$ cat src/rtl/switch_pkg.sv
// Shared defaults for the multi-channel switch debouncer.
// The optional long-press detector is enabled by defining SWITCH_HOLD_EN.
package switch_pkg;

  localparam int unsigned DivCountDefault    = 256;
  localparam int unsigned StableCountDefault = 8;
  localparam int unsigned HoldTicksDefault   = 1024;
  localparam bit          ActiveLowDefault   = 1'b1;

  // Raw pin level seen while the switch is released.
  function automatic logic idle_raw_level(input bit active_low);
    return active_low;
  endfunction

endpackage

$ cat src/rtl/debounce_channel.sv
// One debouncer channel: 2-flop synchroniser, stable-sample counter, level and edge strobes.
// Long-press detection is built only when SWITCH_HOLD_EN is defined.
module debounce_channel
  import switch_pkg::*;
#(
  parameter int unsigned STABLE_COUNT = StableCountDefault,
  parameter bit          ACTIVE_LOW   = ActiveLowDefault,
  parameter int unsigned HOLD_TICKS   = HoldTicksDefault
) (
  input  logic sys_clock,
  input  logic sys_reset,
  input  logic tick_i,
  input  logic switch_i,
  output logic level_o,
  output logic press_o,
  output logic release_o,
  output logic hold_o
);

  localparam int unsigned     CntW    = $clog2(STABLE_COUNT);
  localparam logic [CntW-1:0] CntMax  = CntW'(STABLE_COUNT - 1);
  localparam logic            IdleRaw = idle_raw_level(ACTIVE_LOW);

  if (STABLE_COUNT < 2 || HOLD_TICKS < 1) begin : gen_bad_cfg
    $error("debounce_channel: invalid parameter set");
  end

  logic [1:0]      sync_q;
  logic            sample;
  logic [CntW-1:0] cnt_q, cnt_d;
  logic            level_q, level_d;
  logic            press_q, press_d;
  logic            release_q, release_d;

  // Reset loads the released pin level so leaving reset never looks like a press.
  always_ff @(posedge sys_clock) begin
    if (sys_reset) begin
      sync_q <= {2{IdleRaw}};
    end else begin
      sync_q <= {sync_q[0], switch_i};
    end
  end

  assign sample = sync_q[1] ^ ACTIVE_LOW;

  always_comb begin
    cnt_d     = cnt_q;
    level_d   = level_q;
    press_d   = 1'b0;
    release_d = 1'b0;
    if (tick_i) begin
      if (sample == level_q) begin
        cnt_d = '0;
      end else if (cnt_q == CntMax) begin
        cnt_d     = '0;
        level_d   = ~level_q;
        press_d   = ~level_q;
        release_d = level_q;
      end else begin
        cnt_d = cnt_q + 1'b1;
      end
    end
  end

  always_ff @(posedge sys_clock) begin
    if (sys_reset) begin
      cnt_q     <= '0;
      level_q   <= 1'b0;
      press_q   <= 1'b0;
      release_q <= 1'b0;
    end else begin
      cnt_q     <= cnt_d;
      level_q   <= level_d;
      press_q   <= press_d;
      release_q <= release_d;
    end
  end

  assign level_o   = level_q;
  assign press_o   = press_q;
  assign release_o = release_q;

`ifdef SWITCH_HOLD_EN
  localparam int unsigned      HoldW   = $clog2(HOLD_TICKS + 1);
  localparam logic [HoldW-1:0] HoldMax = HoldW'(HOLD_TICKS);

  logic [HoldW-1:0] hold_cnt_q, hold_cnt_d;
  logic             hold_q, hold_d;

  // Saturating at HoldMax gives one strobe per press with no auto-repeat.
  always_comb begin
    hold_cnt_d = hold_cnt_q;
    hold_d     = 1'b0;
    if (!level_q) begin
      hold_cnt_d = '0;
    end else if (tick_i && hold_cnt_q != HoldMax) begin
      hold_cnt_d = hold_cnt_q + 1'b1;
      hold_d     = (hold_cnt_q == HoldMax - 1'b1);
    end
  end

  always_ff @(posedge sys_clock) begin
    if (sys_reset) begin
      hold_cnt_q <= '0;
      hold_q     <= 1'b0;
    end else begin
      hold_cnt_q <= hold_cnt_d;
      hold_q     <= hold_d;
    end
  end

  assign hold_o = hold_q;
`else
  assign hold_o = 1'b0;
`endif

endmodule

$ cat src/rtl/switch_debounce_multi.sv
// Multi-channel switch debouncer: shared sample-tick prescaler plus one debounce_channel per pin.
// Define SWITCH_HOLD_EN to enable the per-channel long-press strobe on hold_pulse.
module switch_debounce_multi
  import switch_pkg::*;
#(
  parameter int unsigned CHANNELS     = 4,
  parameter int unsigned DIV_COUNT    = DivCountDefault,
  parameter int unsigned STABLE_COUNT = StableCountDefault,
  parameter bit          ACTIVE_LOW   = ActiveLowDefault,
  parameter int unsigned HOLD_TICKS   = HoldTicksDefault
) (
  input  logic                sys_clock,
  input  logic                sys_reset,
  input  logic [CHANNELS-1:0] switch_in,
  output logic [CHANNELS-1:0] switch_out,
  output logic [CHANNELS-1:0] press_pulse,
  output logic [CHANNELS-1:0] release_pulse,
  output logic [CHANNELS-1:0] hold_pulse
);

  localparam int unsigned       PrescW   = $clog2(DIV_COUNT);
  localparam logic [PrescW-1:0] PrescMax = PrescW'(DIV_COUNT - 1);

  if (CHANNELS < 1 || DIV_COUNT < 2 || STABLE_COUNT < 2 || HOLD_TICKS < 1) begin : gen_bad_cfg
    $error("switch_debounce_multi: invalid parameter set");
  end

  logic [PrescW-1:0] presc_q, presc_d;
  logic              tick;

  always_comb begin
    tick    = (presc_q == PrescMax);
    presc_d = tick ? '0 : presc_q + 1'b1;
  end

  always_ff @(posedge sys_clock) begin
    if (sys_reset) begin
      presc_q <= '0;
    end else begin
      presc_q <= presc_d;
    end
  end

  for (genvar i = 0; i < CHANNELS; i++) begin : gen_chan
    debounce_channel #(
      .STABLE_COUNT (STABLE_COUNT),
      .ACTIVE_LOW   (ACTIVE_LOW),
      .HOLD_TICKS   (HOLD_TICKS)
    ) u_chan (
      .sys_clock (sys_clock),
      .sys_reset (sys_reset),
      .tick_i    (tick),
      .switch_i  (switch_in[i]),
      .level_o   (switch_out[i]),
      .press_o   (press_pulse[i]),
      .release_o (release_pulse[i]),
      .hold_o    (hold_pulse[i])
    );
  end

endmodule

$ cat config.mk
export PLATFORM = sky130hd
export DESIGN_NAME = switch_debounce_multi
export DESIGN_NICKNAME = d
export VERILOG_FILES = /design/src/rtl/switch_pkg.sv /design/src/rtl/debounce_channel.sv /design/src/rtl/switch_debounce_multi.sv
export SDC_FILE = /design/constraint.sdc
export NUM_CORES = 1
export LEC_CHECK = 0
export ABC_AREA = 1
export CAP_MARGIN = 10
export CORE_MARGIN = 8
export CORE_UTILIZATION = 58
export DETAILED_ROUTE_END_ITERATION = 12
export MAX_ROUTING_LAYER = met4
export PLACE_DENSITY = 0.83
export SKIP_LAST_GASP = 1
export SYNTH_ARGS = -nofsm -noshare
export SYNTH_HDL_FRONTEND = slang
export SYNTH_SLANG_ARGS = --single-unit
$ cat constraint.sdc
create_clock -name sys_clock -period 3.05 [get_ports sys_clock]
set_clock_uncertainty 0.05 [all_clocks]
set_input_delay 0.305 -clock sys_clock [delete_from_list [all_inputs] [get_ports sys_clock]]
set_output_delay 0.305 -clock sys_clock [all_outputs]
set_load 0.02 [all_outputs]
==> impl_results.md <==
* Outcome: complete, no violations
* RePlAce Congestion at between 0.8 and 0.9
* Layout Nets at between 200 and 300
* Pwr dens at 480 nW/um2
* CP bufs+invs at 1
* Dpl hpwl at around 2000 um
* Hold_ws at around 0.37 ns
* Total die area at between 5000 and 6000 um2
* CTS tree: built
* Critical Path Source: gen_chan[1].u_chan.level_o$_SDFFE_PP0P_
* Top delay family on crit path: buffers and inverters
* Yosys cell types at 21
* Unrepaired setup endpoints after global routing: no
* Combinational group share of total power at approximately 3.8%
* Final Hold Viols at 0
* Clock Tree Buf Depth at 2
* Clock Latency Late Sink at ~0.34 ns
* CP endpoint kind: primary output
* Post-DR wirelength/cell at 10.2 um
* Core box area at between 3000 and 4000 um2
* Clock slew at reported path FFs at 0.12 ns
* Syn. warnings at 0
* Top area cells in the synthesized netlist: dfxtp_1, nand2_1, nand3_1
* Critical path type: register to primary output
* Io pins at 22
* Initial Utilization at 60.2%
* # setup viols final at 0
* Postcts setup bufs at 0
* Number of enable flip-flop cells after synthesis at 0
* Vias per cell at a little under 5
* Register area share after synthesis at ~44%
* Cts hold-fix bufs at 0
* First-pass detailed-route iteration total at 7
* Largest area contributor in the netlist: dfxtp_1
* Sequential power share at 56.1%
* Hold Crit Class: register to register
* Fin Setup TNS at 0 ns
* Antenna Nets Post-Route at 0
* Vias in the first global route at about 1200
* NetSw at 0.000191 W
* Row count at 20
* Worst R2R Start: presc_q[0]$_SDFF_PP0_
* Slowest stage delay, CP at about 0.63 ns
* Worst-margin pin slew at about 0.60 ns
* Synthesized area per cell at 7.67 um2
* Post-synth top cells: nand2_1, dfxtp_1, inv_1, nand3_1, nor2_1
* H-tree levels at 2
* Residual DRC at 0
* FF-to-FF path depth at 6
* Critical Path Stages at 1
* VDD IR max at 0.310 mV
* Syn Std Cell Area at roughly 1800 um2
* Area growth, synth to finish at 9.75%
* PortBufs at 17
* Iter 0 DRT Violations at 90
* Startpoint type of the worst setup path: register
* Int Power at around 0.00076 W
* Final WL at roughly 2800 um
* Clock network power share at 40.1%
* Worst reg2reg setup slack at ~1.5 ns
* Layout cells sized above 1 at 10.2%
* CP max FO at 4
* CP max stage cell: clkdlybuf4s50_1
* P_leak at 0.923 nW
* Die X at a little over 70 um
* WP data arrival at 1.37 ns
* Root buf cell: clkbuf_4
* First-pass GRT wire length at 5020 um
* Achievable Freq at between 500 and 600 MHz
* Yosys reg bits at 40
* Area share of the largest cell type after synthesis at 44.3%
* Die Height at just over 70 um
* Relative slew slack at between 50% and 60%
* Dpl ws at around 1.2 ns
* Finished Layout Cells at between 200 and 300
* CTS Sinks at 40
* Most common cell in the netlist: nand2_1
* Cell Chain, Critical Path: clkdlybuf4s50_1
* Via count at about 1400
* Initial antenna violation count at 0
* Ant diodes at 0
* # fillers at roughly 250
* Main synth FF type: dfxtp_1
* Asr flop ratio synth at 0%
* Overall Global Routing Usage at 12.4%
* CP required at roughly 2.7 ns
* Final cycle utilization of the critical path at a little under three fifths
* Final critical-path required period at between 1.5 and 2 ns
* Total congestion overflow at 0
* R2R Path End: presc_q[4]$_SDFF_PP0_
* Synth Instances at around 240
* Critical path endpoint: switch_out[1]
* Post-CTS resize count at 0
* Pin count of the biggest net entering global routing at 23
* Max_cap viols at 0
* Final Slew Violations at 0
* Slack of the critical path at 1.32 ns
* Sw Ratio at between 20 and 25%
* Number of buffers created by CTS at 5
* Inst Count DP at 269
cell usage in the layout, fill, tap and decap left out:
master,Yosys,final
or2_2,8,8
nand3_1,31,31
clkbuf_8,0,2
xor2_1,1,1
conb_1,1,4
clkbuf_4,0,5
a21oi_1,4,4
buf_4,16,1
clkinv_2,1,1
dfxtp_1,40,40
clkdlybuf4s50_1,0,17
nand2_2,1,1
bufinv_16,0,1
nor2_4,3,3
ha_1,9,9
nor2_1,29,29
nor2_2,2,2
nand2_4,1,1
o21ai_0,5,5
nand2_1,44,44
nand4_1,4,4
inv_1,31,31
how the worst min path moves through the flow:
stage | depth (start not counted) | start | to | slack [ns]
after floorplan | 1 | gen_chan[0].u_chan.sync_q[0]$_SDFF_PP1_ | gen_chan[0].u_chan.sync_q[1]$_SDFF_PP1_ | 0.34
final | 1 | gen_chan[1].u_chan.sync_q[0]$_SDFF_PP1_ | gen_chan[1].u_chan.sync_q[1]$_SDFF_PP1_ | 0.37
after global placement | 1 | gen_chan[0].u_chan.sync_q[0]$_SDFF_PP1_ | gen_chan[0].u_chan.sync_q[1]$_SDFF_PP1_ | 0.34
after detailed placement | 1 | gen_chan[2].u_chan.sync_q[0]$_SDFF_PP1_ | gen_chan[2].u_chan.sync_q[1]$_SDFF_PP1_ | 0.35
after CTS | 1 | gen_chan[1].u_chan.sync_q[0]$_SDFF_PP1_ | gen_chan[1].u_chan.sync_q[1]$_SDFF_PP1_ | 0.37
after global routing | 1 | gen_chan[0].u_chan.sync_q[0]$_SDFF_PP1_ | gen_chan[0].u_chan.sync_q[1]$_SDFF_PP1_ | 0.39
per-stage QoR:
step | utilization [%] | area (um2) | total power (W)
after floorplan | - | 1820 | 0.000576
after global placement | 63.0 | 1890 | 0.000582
after detailed placement | 63.0 | 1890 | 0.000583
after CTS | 66.1 | 1990 | 0.000965
after global routing | 66.1 | 1990 | 0.000991
final | 66.1 | 1990 | 0.000954
layer usage:
metal  GRT usage [%]  wire [um]
met4            5.44         53
met5               -          0
met2            18.2       1270
met1            14.9       1370
met3            4.60        145
cell type report:
type / count / area (um2) / area share, %
flip-flops and latches: 40 / 801 / 40.3
multi-input cells: 146 / 749 / 37.7
repair buffers: 18 / 178 / 8.95
inverters: 32 / 121 / 6.11
clock buffers: 7 / 65.1 / 3.28
well taps: 33 / 41.3 / 2.08
clock inverters: 1 / 30.0 / 1.51
cell families after synthesis:
logic type | count (synthesis) | synth area share [%]
compound gates | 9 | 2.49
xor+xnor | 1 | 0.484
fa+ha+maj | 9 | 6.22
flops | 40 | 44.3
buf+inv | 53 | 14.9
simple gates | 123 | 31.4
other cells | 1 | 0.207
flip-flops by register name, indices dropped and copies added (netlist names):
register	count
gen_chan.u_chan.cnt_q	12
gen_chan.u_chan.level_o	4
gen_chan.u_chan.press_o	4
gen_chan.u_chan.release_o	4
gen_chan.u_chan.sync_q	8
presc_q	8
power by group through the flow:
| stage | registers, W | logic (W) | clock network [W] |
|---|---|---|---|
| 2_1_floorplan | 0.000546 | 0.0000301 | 0 |
| 3_3_place_gp | 0.000547 | 0.0000354 | 0 |
| 3_5_place_dp | 0.000547 | 0.0000362 | 0 |
| 4_1_cts | 0.000535 | 0.0000364 | 0.000393 |
| 5_1_grt | 0.000536 | 0.0000409 | 0.000413 |
| 6_report | 0.000535 | 0.0000362 | 0.000382 |
Power figures use the tool's default switching activity.
